==> config.mk <==
export PLATFORM = sky130hd
export DESIGN_NAME = uart_rx_core
export DESIGN_NICKNAME = d
export VERILOG_FILES = /design/src/rtl/uart_pkg.sv /design/src/rtl/uart_baud_tick.sv /design/src/rtl/uart_rx_core.sv
export SDC_FILE = /design/constraint.sdc
export NUM_CORES = 1
export LEC_CHECK = 0
export CORE_ASPECT_RATIO = 1.2
export CORE_MARGIN = 1.5
export CORE_UTILIZATION = 50
export CTS_BUF_LIST = sky130_fd_sc_hd__clkbuf_4 sky130_fd_sc_hd__clkbuf_8 sky130_fd_sc_hd__clkbuf_16
export CTS_CLUSTER_SIZE = 12
export DETAILED_ROUTE_END_ITERATION = 10
export GPL_TIMING_DRIVEN = 0
export PLACE_DENSITY = 0.79
export SYNTH_ARGS = -nofsm -noshare
export SYNTH_HDL_FRONTEND = slang
export SYNTH_SLANG_ARGS = --single-unit
==> constraint.sdc <==
create_clock -name i_sys_clk -period 2.4 [get_ports i_sys_clk]
set_clock_uncertainty 0.05 [all_clocks]
set_input_delay 0.24 -clock i_sys_clk [delete_from_list [all_inputs] [get_ports i_sys_clk]]
set_output_delay 0.24 -clock i_sys_clk [all_outputs]
set_load 0.01 [all_outputs]
==> src/rtl/uart_pkg.sv <==
// Shared definitions for the UART receive path: FSM state encoding,
// word-length encodings, parity-mode constants and the parity helper.
package uart_pkg;

  typedef enum logic [2:0] {
    ST_IDLE      = 3'd0,
    ST_START     = 3'd1,
    ST_DATA      = 3'd2,
    ST_PARITY    = 3'd3,
    ST_STOP      = 3'd4,
    ST_WAIT_IDLE = 3'd5
  } uart_state_t;

  localparam logic [1:0] WLEN_5 = 2'b00;
  localparam logic [1:0] WLEN_6 = 2'b01;
  localparam logic [1:0] WLEN_7 = 2'b10;
  localparam logic [1:0] WLEN_8 = 2'b11;

  localparam logic PAR_ODD  = 1'b0;
  localparam logic PAR_EVEN = 1'b1;

  // Unused upper data bits must already be 0 so they do not disturb the XOR.
  function automatic logic expected_parity(input logic [7:0] data,
                                           input logic       even,
                                           input logic       stick);
    logic p;
    if (stick) begin
      p = ~even;
    end else if (even == PAR_EVEN) begin
      p = ^data;
    end else begin
      p = ~(^data);
    end
    return p;
  endfunction

endpackage

==> src/rtl/uart_baud_tick.sv <==
// Free-running sample-tick generator: one pulse every max(divisor,1) clocks.
module uart_baud_tick #(
  parameter int DIV_WIDTH = 16
) (
  input  logic                 clk,
  input  logic                 rst_n,
  input  logic [DIV_WIDTH-1:0] divisor,
  output logic                 tick
);

  logic [DIV_WIDTH-1:0] cnt_r;
  logic [DIV_WIDTH-1:0] reload_s;
  logic                 tick_r;

  // Reload value; a divisor of 0 behaves like 1 (tick every clock).
  always_comb begin
    if (divisor == {DIV_WIDTH{1'b0}}) begin
      reload_s = {DIV_WIDTH{1'b0}};
    end else begin
      reload_s = divisor - {{(DIV_WIDTH-1){1'b0}}, 1'b1};
    end
  end

  // Down-counter; the divisor is only looked at on reload.
  always_ff @(posedge clk or negedge rst_n) begin
    if (!rst_n) begin
      cnt_r  <= {DIV_WIDTH{1'b0}};
      tick_r <= 1'b0;
    end else if (cnt_r == {DIV_WIDTH{1'b0}}) begin
      cnt_r  <= reload_s;
      tick_r <= 1'b1;
    end else begin
      cnt_r  <= cnt_r - {{(DIV_WIDTH-1){1'b0}}, 1'b1};
      tick_r <= 1'b0;
    end
  end

  assign tick = tick_r;

endmodule

==> src/rtl/uart_rx_core.sv <==
// UART receiver: synchroniser, oversampled majority-vote bit decision,
// framing/parity/break checks and a one-word valid/ready output holding stage.
module uart_rx_core
  import uart_pkg::*;
#(
  parameter int DIV_WIDTH  = 16,
  parameter int OVERSAMPLE = 16
) (
  input  logic                 i_sys_clk,
  input  logic                 i_sys_rst_n,
  input  logic                 i_rx,
  input  logic [DIV_WIDTH-1:0] i_divisor,
  input  logic [1:0]           i_word_len,
  input  logic                 i_parity_en,
  input  logic                 i_parity_even,
  input  logic                 i_parity_stick,
  input  logic                 i_ready,
  output logic [7:0]           o_data,
  output logic                 o_valid,
  output logic                 o_parity_err,
  output logic                 o_frame_err,
  output logic                 o_break,
  output logic                 o_overrun,
  output logic                 o_busy
);

  localparam int              PH_W    = $clog2(OVERSAMPLE);
  localparam logic [PH_W-1:0] PH_A    = PH_W'(OVERSAMPLE/2 - 1);
  localparam logic [PH_W-1:0] PH_B    = PH_W'(OVERSAMPLE/2);
  localparam logic [PH_W-1:0] PH_C    = PH_W'(OVERSAMPLE/2 + 1);
  localparam logic [PH_W-1:0] PH_LAST = PH_W'(OVERSAMPLE - 1);

  uart_state_t     state_r, next_state_s;
  logic            sync1_r, sync2_r, rx_d_r;
  logic            rx_s, fall_s, tick_s, sample_pt_s, maj_s;
  logic            last_bit_s, frame_done_s;
  logic [PH_W-1:0] phase_r;
  logic            smp_a_r, smp_b_r;
  logic [2:0]      bit_cnt_r;
  logic [7:0]      shift_r;
  logic            par_bit_r;
  logic            par_err_s, break_s;
  logic [7:0]      data_r;
  logic            valid_r, perr_r, ferr_r, brk_r, ovr_r, busy_r;

  uart_baud_tick #(.DIV_WIDTH(DIV_WIDTH)) u_tick (
    .clk     (i_sys_clk),
    .rst_n   (i_sys_rst_n),
    .divisor (i_divisor),
    .tick    (tick_s)
  );

  // Two-flop synchroniser plus one delay flop for falling-edge detection.
  always_ff @(posedge i_sys_clk or negedge i_sys_rst_n) begin
    if (!i_sys_rst_n) begin
      sync1_r <= 1'b1;
      sync2_r <= 1'b1;
      rx_d_r  <= 1'b1;
    end else begin
      sync1_r <= i_rx;
      sync2_r <= sync1_r;
      rx_d_r  <= sync2_r;
    end
  end

  assign rx_s         = sync2_r;
  assign fall_s       = rx_d_r & ~sync2_r;
  assign sample_pt_s  = tick_s && (phase_r == PH_C);
  assign maj_s        = (smp_a_r & smp_b_r) | (smp_a_r & rx_s) | (smp_b_r & rx_s);
  assign last_bit_s   = ({1'b0, bit_cnt_r} >= ({2'b00, i_word_len} + 4'd4));
  assign frame_done_s = (state_r == ST_STOP) && sample_pt_s;
  assign par_err_s    = i_parity_en &&
                        (par_bit_r != expected_parity(shift_r, i_parity_even, i_parity_stick));
  assign break_s      = ~maj_s && (shift_r == 8'h00) && (~i_parity_en || ~par_bit_r);

  // Tick phase within a bit; it keeps running across bits so state changes can happen mid-bit.
  always_ff @(posedge i_sys_clk or negedge i_sys_rst_n) begin
    if (!i_sys_rst_n) begin
      phase_r <= {PH_W{1'b0}};
      smp_a_r <= 1'b1;
      smp_b_r <= 1'b1;
    end else if ((state_r == ST_IDLE) && fall_s) begin
      phase_r <= {PH_W{1'b0}};
    end else if (tick_s) begin
      phase_r <= (phase_r == PH_LAST) ? {PH_W{1'b0}} : phase_r + {{(PH_W-1){1'b0}}, 1'b1};
      if (phase_r == PH_A) smp_a_r <= rx_s;
      if (phase_r == PH_B) smp_b_r <= rx_s;
    end
  end

  // FSM state register.
  always_ff @(posedge i_sys_clk or negedge i_sys_rst_n) begin
    if (!i_sys_rst_n) begin
      state_r <= ST_IDLE;
    end else begin
      state_r <= next_state_s;
    end
  end

  // Next-state logic; every bit decision happens at the third majority sample.
  always_comb begin
    next_state_s = state_r;
    case (state_r)
      ST_IDLE: begin
        if (fall_s) next_state_s = ST_START;
        else        next_state_s = ST_IDLE;
      end
      ST_START: begin
        if (sample_pt_s) next_state_s = maj_s ? ST_IDLE : ST_DATA;
        else             next_state_s = ST_START;
      end
      ST_DATA: begin
        if (sample_pt_s && last_bit_s) next_state_s = i_parity_en ? ST_PARITY : ST_STOP;
        else                           next_state_s = ST_DATA;
      end
      ST_PARITY: begin
        if (sample_pt_s) next_state_s = ST_STOP;
        else             next_state_s = ST_PARITY;
      end
      ST_STOP: begin
        if (sample_pt_s) next_state_s = maj_s ? ST_IDLE : ST_WAIT_IDLE;
        else             next_state_s = ST_STOP;
      end
      ST_WAIT_IDLE: begin
        if (rx_s) next_state_s = ST_IDLE;
        else      next_state_s = ST_WAIT_IDLE;
      end
      default: next_state_s = ST_IDLE;
    endcase
  end

  // Data and parity capture; the shift register is cleared so unused upper bits read 0.
  always_ff @(posedge i_sys_clk or negedge i_sys_rst_n) begin
    if (!i_sys_rst_n) begin
      bit_cnt_r <= 3'd0;
      shift_r   <= 8'h00;
      par_bit_r <= 1'b0;
    end else if ((state_r == ST_START) && sample_pt_s) begin
      bit_cnt_r <= 3'd0;
      shift_r   <= 8'h00;
      par_bit_r <= 1'b0;
    end else if ((state_r == ST_DATA) && sample_pt_s) begin
      shift_r[bit_cnt_r] <= maj_s;
      bit_cnt_r          <= bit_cnt_r + 3'd1;
    end else if ((state_r == ST_PARITY) && sample_pt_s) begin
      par_bit_r <= maj_s;
    end
  end

  // Output holding stage: a completed frame is dropped (overrun) only if the held word is stuck.
  always_ff @(posedge i_sys_clk or negedge i_sys_rst_n) begin
    if (!i_sys_rst_n) begin
      data_r  <= 8'h00;
      valid_r <= 1'b0;
      perr_r  <= 1'b0;
      ferr_r  <= 1'b0;
      brk_r   <= 1'b0;
      ovr_r   <= 1'b0;
      busy_r  <= 1'b0;
    end else begin
      busy_r <= (next_state_s != ST_IDLE);
      if (frame_done_s && (!valid_r || i_ready)) begin
        data_r  <= shift_r;
        valid_r <= 1'b1;
        perr_r  <= par_err_s;
        ferr_r  <= ~maj_s;
        brk_r   <= break_s;
        ovr_r   <= 1'b0;
      end else if (frame_done_s) begin
        ovr_r <= 1'b1;
      end else if (valid_r && i_ready) begin
        valid_r <= 1'b0;
        ovr_r   <= 1'b0;
      end
    end
  end

  assign o_data       = data_r;
  assign o_valid      = valid_r;
  assign o_parity_err = perr_r;
  assign o_frame_err  = ferr_r;
  assign o_break      = brk_r;
  assign o_overrun    = ovr_r;
  assign o_busy       = busy_r;

endmodule
==> out/metrics.cfg <==
[die]
die_h_um=89.44
core_um2=6012
initial_core_util_pct=51.78
fp.dieW_um=75.03
die-area_um2=6710
rows=31
pin_count=39

[sta]
fin_crit_ns=2.314
setup_viol=0
hold_viol_final=0
fin_setup_tns_ns=0
worstMarginPinSlew_ns=0.9535
timing.fmax_mhz=432.2
finalMaxSlewViolations=0
rsz0062_at_grt=no
finalCritPeriodShare_pct=96.40
max-slew-margin-rel_pct=35.85

[global_route]
grt_util_met3_pct=3.608
grt.overflow.total=0
met2_usage_pct=37.65
grt_antenna_before_repair=0
grt_pass1_vias=2416
top_usage_layer=met2
track_usage_pct=19.84
grt_max_degree=43
grt_pass1_wl_um=10100
grtUsageMet1_pct=21.02

[clock_tree]
clkLatencyLatePin_ns=0.31
cts_tree=built
clkSlewWorstSetupHoldPaths_ns=0.10
h-tree-depth=2
clk_path_buf_depth=2
cts_buffers=5
cts.sinks=55
cts-root-buf=clkbuf_8

[routing]
drtAntennaViolNets=0
firstDrtPassIters=4
first_iter_violations=136
viasPerCell=5.445
post_drt_wl_per_cell_um=13.17
wl_um=6099
drc_errors=0
via_count=2521

[placement]
portBuffers=38
routabilityCongestion=0.8305
dp_hpwl_um=4649
placed_area_um2=3611

[synth]
ys_ff_latch=55
ys.flop_type=dfrtp_1
syn_area_per_cell_um2=9.348
synthAdderAreaFrac_pct=5.547
ys.warnings.count=0
syn_area_um2=3113
syn-instance-count=333
yosysSeqAreaShare_pct=44.41
synthArstFlopShare_pct=100.0
synthSimpleGateAreaFrac_pct=20.78
yosys-mux-area-fraction_pct=2.613
synth_xor_area_share_pct=8.159
synth_compound_area_share_pct=14.03
synth_edf_count=0
netlist.top_cell.by_area=dfrtp_1
synth_top_family_by_area=simple AND/OR/NAND/NOR gates
synth_top_cell_area_share_pct=40.19
synth_fp_nets=371
synthTopCellsByArea=dfrtp_1 (40%), ha_1 (5.2%), xnor2_1 (5.1%)
yosysUniqueCellTypes=49

[setup_path]
arrival_ns=2.44
cp.required_ns=2.53
critPathKind=input pin to flip-flop
start_kind=input pin
cp_max_fo=9
end_kind=flip-flop

[power_and_ir_drop]
power_density_nw_per_um2=526.9
p_clk_share_pct=26.1
intPower_mw=1.397
ir_drop_mv=0.2618
seq_power_share_pct=55.0
p_comb_share_pct=18.9
p_leak_nw=1.493
power.switching_uw=574.9
swShare_pct=29.15

[cells_and_area]
nets=418
finish.instance_area_um2=3742
area_delta_synth_final_pct=20.22
drive_gt1_share_pct=7.612
diodes=0

[outcome]
outcome=completed

[worst_hold_path]
hold_path_class=input pin to flip-flop

[flow_run]
drv_cap=0

## placed cells by master, fill, tap and decap left out, types with 6 or more instances in the layout
| master | count |
|---|---|
| dfrtp_1 | 50 |
| nand3_1 | 13 |
| a21oi_1 | 10 |
| o21ai_0 | 30 |
| mux2i_1 | 7 |
| nor4_1 | 7 |
| inv_1 | 23 |
| or3_1 | 7 |
| ha_1 | 13 |
| nand2_1 | 28 |
| clkdlybuf4s50_1 | 36 |
| clkbuf_1 | 9 |
| o22ai_1 | 6 |
| nand4_1 | 6 |
| nor2_1 | 26 |
| xnor2_1 | 18 |
| xor2_1 | 11 |
## sequential cells by signal, indices dropped and copies added, names as in the netlist, 3 cells and up
| name | count |
|---|---|
| shift_r | 8 |
| phase_r | 4 |
| bit_cnt_r | 3 |
| u_tick.cnt_r | 16 |
| state_r | 3 |
| o_data | 8 |
## kinds of logic (layout without fill, tap and decap cells)
kind of cell | after synthesis | count (layout)
XOR/XNOR | 29 | 29
buffers and inverters | 35 | 83
AO/OA/AOI/OAI | 72 | 72
adder cells (fa/ha/maj) | 14 | 14
multiplexers | 8 | 8
flip-flops | 55 | 55
AND/OR/NAND/NOR | 120 | 120
## power groups by stage
| stage | sequential [mW] | clock, mW | combinational, mW |
|---|---|---|---|
| finish | 1.09 | 0.514 | 0.372 |
| global route | 1.10 | 0.562 | 0.424 |
| CTS | 1.08 | 0.530 | 0.367 |
| detailed placement | 1.09 | 0 | 0.368 |
| global placement | 1.09 | 0 | 0.353 |
| floorplan | 1.09 | 0 | 0.228 |
## final timing paths
| path | startpoint | end | slack (ns) | cells after the start |
|---|---|---|---|---|
| max in group asynchronous | i_sys_rst_n | rx_d_r | 1.41 | 3 |
| hold / removal | i_divisor[10] | u_tick.cnt_r[10] | 0.26 | 3 |
| min in group asynchronous | i_sys_rst_n | bit_cnt_r[0] | 0.30 | 2 |
| setup / recovery | i_divisor[9] | u_tick.cnt_r[8] | 0.09 | 7 |
| hold reg to reg | sync1_r | rx_s | 0.31 | 0 |
| setup reg to reg | phase_r[1] | o_busy | 0.14 | 7 |
## through the flow
step	setup WS, ns	std cells	hold WS [ns]	power (mW)	utilization [%]
CTS	0.007014	463	0.2706	1.974	61.71
finish	0.08635	463	0.2589	1.972	62.25
global route	0.006201	463	0.2606	2.088	62.25
global placement	-0.5523	453	0.2963	1.445	59.81
detailed placement	-0.2754	454	0.1097	1.460	60.06
floorplan	0.2709	333	-0.1056	1.314	-
## area by class of cell
class,count,area (um^2)
clock inverters,3,20.02
well taps,82,102.6
inverters,23,86.33
clock buffers,5,68.82
fillers,531,2270
multi-input cells,243,1618
plain buffers,11,48.80
flip-flops and latches,55,1383
repair buffers,41,415.4
## per-layer routing
metal / vias to the layer above / part of all wire, %
li1: 1271 / -
met1: 1183 / 42
met2: 59 / 53
met3: 8 / 3.1
met4: 0 / 1.5
met5: - / 0
## worst max-delay path, stage by stage
cell and delay (ns):
clkdlybuf4s50_1 0.46, or4_4 0.54, or4_4 0.44, or4_1 0.42, buf_6 0.16, nand2_4 0.10
o22ai_1 0.08
## repair_timing
item | 4_1_cts | 5_1_grt
hold endpoints to repair | 11 | 0
hold buffers | 1 | 0
setup buffers | 0 | 1
gates resized for setup | 0 | 8
setup endpoints to repair | 0 | 18
## Yosys cell counts (all sizes together) (6+ instances only)
library cell,number
a21oi,11
o21ai,33
nor3,6
o22ai,6
nand2,29
mux2i,7
xor2,11
inv,23
nand4,6
xnor2,18
clkbuf,10
ha,13
nor2,26
or4,6
dfrtp,50
nor4,7
or3,7
nand3,13
(Power assumes the default switching activity.)
==> patch 1 (same settings) <==
The parameter `OVERSAMPLE` goes from 16 to 32.
--- a/src/rtl/uart_rx_core.sv
+++ b/src/rtl/uart_rx_core.sv
@@ -6,3 +6,3 @@
   parameter int DIV_WIDTH  = 16,
-  parameter int OVERSAMPLE = 16
+  parameter int OVERSAMPLE = 32
 ) (
Behaviour: same outputs for any inputs over 10 cycles, from zero or initial values and one cycle with i_sys_rst_n low; that may be too few to reach the edited logic, so the function may still have changed.
==> patch 1 against the original RTL <==
- wire length is 6.2% higher
- synthesized area is 5.8% higher
- count of clock-buffer cells in the layout increased by 1
- setup slack lost 0.013 ns
- design area rose by 6.1%
- clock power up 21%
- sequential cell count grew 1
- sequential share of layout area fell by 1.5 points
- total power down 9.2%
- critical path type unchanged
==> patch 1: results (changes against the original RTL) <==
synthesis.nets: 383  # +3.2%
reg2reg_from: "u_tick.cnt_r[0]$_DFF_PN0_"
yosysSeqAreaShare_pct: 42.7  # -1.7 points
cp_max_fo: 5  # -4
placedInstanceArea_um2: 3800  # +5.1%
avgViaCountPerCell: 5.51  # +1.1%
cp_slowest_stage_delay_ns: 0.58  # +0.04 ns
grt_start_max_net_pins: 35  # -19%
num-fill-cells: 552  # +4.0%
cts_sinks: 56  # +1.8%
met1_length_mm: 2.76  # +7.5%
ff_latch_area_um2: 1410  # +1.8%
reg2reg_depth: 6  # -1
grtUsageTotal_pct: 20.0  # +0.21 points
drt_first_iter_violations: 131  # -3.7%
hold_end: "u_tick.cnt_r[0]$_DFF_PN0_"
synth.area.top_cells: "dfrtp_1, ha_1, xnor2_1"
nonClkBufAreaFrac_pct: 12.9  # +0.55 points
fin_util_pct: 62.0  # -0.26 points
pre_cts_ws_ns: -0.433  # -0.157 ns
grt_use_met3_pct: 3.28  # -0.32 points
final_area_um2: 3970  # +6.1%
endpoint: "u_tick.cnt_r[15]$_DFF_PN0_"
maxSlewHeadroom_pct: 40.4  # +4.6 points
fin_crit_sh_pct: 97.0  # +0.56 points
dp.cells: 467  # +2.9%
fin_cells: 481  # +3.9%
nClkBuffers: 6  # +1
r2r-end: "u_tick.cnt_r[11]$_DFF_PN0_"
drive_above_1_share_pct: 11.1  # +3.5 points
multi_input_area_um2: 1750  # +8.1%
synthDistinctLibCells: 56  # +14%
grt.met2_usage_pct: 35.9  # -1.7 points
wl_met2_mm: 3.37  # +3.7%
grt_pass1_vias: 2654  # +9.9%
status: "finished, final reports clean"
hold_ws_ns: 0.262  # +0.00275 ns
post-dp-hpwl_mm: 4.99  # +7.3%
-- patch 1: cell types whose count changed in the layout (fill, tap and decap cells not counted), sizes merged, moves of 3 or more --
cell	change
o21ai	-13
o22ai	+8
buf	+7
nor3	+7
nand2	+4
nor2	+4
o31ai	+4
a21o	-3
a21oi	-3
nand3	-3
or4	-3
-- patch 1: kinds of logic after synthesis --
kind of cell | count (synthesis) | synth area share, %
multiplexers | 10 | 3.08
AO/OA/AOI/OAI | 67 | 15.3
adder cells (fa/ha/maj) | 16 | 6.00
XOR/XNOR | 29 | 7.71
AND/OR/NAND/NOR | 129 | 20.7
buffers and inverters | 36 | 4.44
flip-flops | 56 | 42.7
-- patch 1: what timing repair did --
item,CTS,global route
pin swaps,3,0
cloned,1,0
resized for setup,7,1
endpoints found under the hold margin,22,0
hold buffers,1,0
setup buffers,4,0
setup endpoints to repair,13,3
-- patch 1: report_power, final --
group,switching [mW],internal [mW]
Clock,0.299,0.322
Sequential,0.00470,0.957
Combinational,0.122,0.0869
Total,0.426,1.37
==> patch 2 (same settings) <==
Made on the original files. Add an input register stage for `i_divisor`, without a reset; this delays it by one clock. The other inputs are not delayed to match.
--- a/src/rtl/uart_rx_core.sv
+++ b/src/rtl/uart_rx_core.sv
@@ -32,2 +32,8 @@
 
+  logic [DIV_WIDTH-1:0] i_divisor_q;
+
+  always_ff @(posedge i_sys_clk) begin
+    i_divisor_q <= i_divisor;
+  end
+
   uart_state_t     state_r, next_state_s;
@@ -48,3 +54,3 @@
     .rst_n   (i_sys_rst_n),
-    .divisor (i_divisor),
+    .divisor (i_divisor_q),
     .tick    (tick_s)
Check against the original RTL: no difference found for any inputs over 10 cycles, from zero or initial values and one cycle with i_sys_rst_n low; that may be too few to reach the edited logic, so the function may still have changed.
==> patch 2 against the original RTL <==
- total power is 42% higher
- synthesized area increased by 16%
- design area grew 16%
- setup slack gained 0.27 ns
- global-route usage grew 0.35 points
- sequential cell count grew 16
- wire length grew 11%
- first-iteration DRC count grew 49%
- count of clock-buffer cells in the layout rose by 6
- combinational power is 2% lower
- critical path type is now flop to flop
==> patch 2: results (changes against the original RTL) <==
p_leak_nw: 1.73  # +16%
synthTopCellsByCount: "dfrtp_1, nand2_1, nor2_1, o21ai_0"
nets: 447  # +6.9%
pre_cts_ws_ns: 0.361  # +0.637 ns
yosys_warnings: 0  # unchanged
worstPathArrival_ns: 2.19  # -0.25 ns
root_buffer: "clkbuf_8"
io_buffers: 38  # unchanged
grtUsageTotal_pct: 20.2  # +0.35 points
grt_pass1_vias: 2720  # +13%
wl_per_cell_um: 13.5  # +2.2%
num-fill-cells: 570  # +7.3%
cp_max_fo: 10  # +1
clk_pin_slew_ns: 0.07  # -0.03 ns
place.gp.congestion: 0.835  # +0.48%
grt_first_pass_wirelength_mm: 12.0  # +19%
grt_start_max_net_pins: 36  # -16%
async_flop_share_pct: 77.5  # -23 points
wl_met3_um: 266  # +42%
ir_worst_vdd_uv: 431  # +65%
post-dp-hpwl_mm: 5.00  # +7.6%
antenna_found_initial: 0  # unchanged
cts_buffers: 9  # +4
met1_length_mm: 2.80  # +9.1%
reg.largest.list: "i_divisor_q: 16 flops, u_tick.cnt_r: 16 flops"
clk_latency_ns: 0.35  # +0.04 ns
yosysSeqAreaShare_pct: 47.2  # +2.7 points
drive_above_1_share_pct: 12.6  # +4.9 points
drt_first_iter_violations: 203  # +49%
via_count: 2743  # +8.8%
n_antenna_cell: 0  # unchanged
htree_levels: 3  # +1
maxSlewHeadroom_pct: 66.0  # +30 points
placedInstanceArea_um2: 4120  # +14%
status: "finished, final reports clean"
synthesis.nets: 396  # +6.7%
core_um2: 6900  # +15%
synth.area.top_cells: "dfrtp_1, dfxtp_1, xnor2_1"
synthDistinctLibCells: 59  # +20%
yosys_most_used_dff: "dfrtp_1"
wl_met2_mm: 3.57  # +9.8%
first_pass_iters: 4  # unchanged
## patch 2: cell types whose count changed in the layout (fill, tap and decap cells not counted), moves of 4 or more
cell / delta
clkbuf_8: +5
nor4_4: +4
dfxtp_1: +16
buf_2: +5
inv_1: -4
nor4_1: -4
o21ai_0: -7
or4_1: -4
## patch 2: power by group
group | switching (mW) | leakage (nW) | internal, mW | total, mW
logic | 0.165 | 0.798 | 0.198 | 0.363
clock network | 0.444 | 0.107 | 0.520 | 0.964
registers | 0.165 | 0.827 | 1.31 | 1.47
total | 0.775 | 1.73 | 2.03 | 2.80
## patch 2: path summary, 6_finish.rpt
path                                           startpoint                    endpoint  slack (ns)  cells after the start
worst max-delay path            u_tick.cnt_r[0]$_DFF_PN0_  u_tick.cnt_r[12]$_DFF_PN0_        0.36                      7
worst min-delay path                                 i_rx           sync1_r$_DFF_PN1_        0.26                      1
worst max register to register  u_tick.cnt_r[0]$_DFF_PN0_  u_tick.cnt_r[12]$_DFF_PN0_        0.36                      7
worst min register to register          sync1_r$_DFF_PN1_              rx_s$_DFF_PN1_        0.31                      0
max in group asynchronous                     i_sys_rst_n           sync1_r$_DFF_PN1_        1.35                      3
min in group asynchronous                     i_sys_rst_n         o_valid$_DFFE_PN0P_        0.33                      2
## patch 2: timing repair
item | in CTS | in global routing
endpoints found under the hold margin | 20 | 0
resized for setup | 0 | 0
hold buffers | 1 | 0
## patch 2: routing by layer
| metal | track usage (%) | vias to the layer above |
|---|---|---|
| li1 | - | 1364 |
| met1 | 22.5 | 1309 |
| met2 | 36.3 | 62 |
| met3 | 4.55 | 8 |
| met4 | 9.48 | 0 |
| met5 | 0 | - |
## patch 2: per-stage QoR
stage,total power [mW],TNS (ns),cells
CTS,2.82,0,501
floorplan,1.72,0,358
finish,2.80,0,501
global placement,1.83,-27.18,483
global route,2.95,0,501
detailed placement,1.86,0,484
## patch 2: critical path, cell delays in order, from the launching register on
cell and delay [ns]:
dfrtp_1 0.45, inv_1 0.11, ha_1 0.17, nor4b_1 0.24
nand2_1 0.15, nor3_4 0.36, buf_4 0.25, o22ai_1 0.11
## patch 2: area by class of cell
cell class | count | area (µm²) | share of cell area, %
timing repair buffer | 40 | 405 | 9.37
clock buffer | 11 | 145 | 3.35
buffer | 13 | 66.3 | 1.53
sequential | 71 | 1700 | 39.3
tap | 87 | 109 | 2.52
multi-input combinational | 255 | 1770 | 40.9
clock inverter | 5 | 57.6 | 1.33
inverter | 19 | 71.3 | 1.65
## patch 2: cells by family (layout without fill, tap and decap cells)
logic type,count (synthesis),in the layout,share of synthesized area (%)
fa+ha+maj,14,14,4.78
simple gates,133,133,22.6
compound gates,68,68,11.6
xor+xnor,31,31,7.52
buf+inv,32,88,3.81
flops,71,71,47.2
mux,9,9,2.53
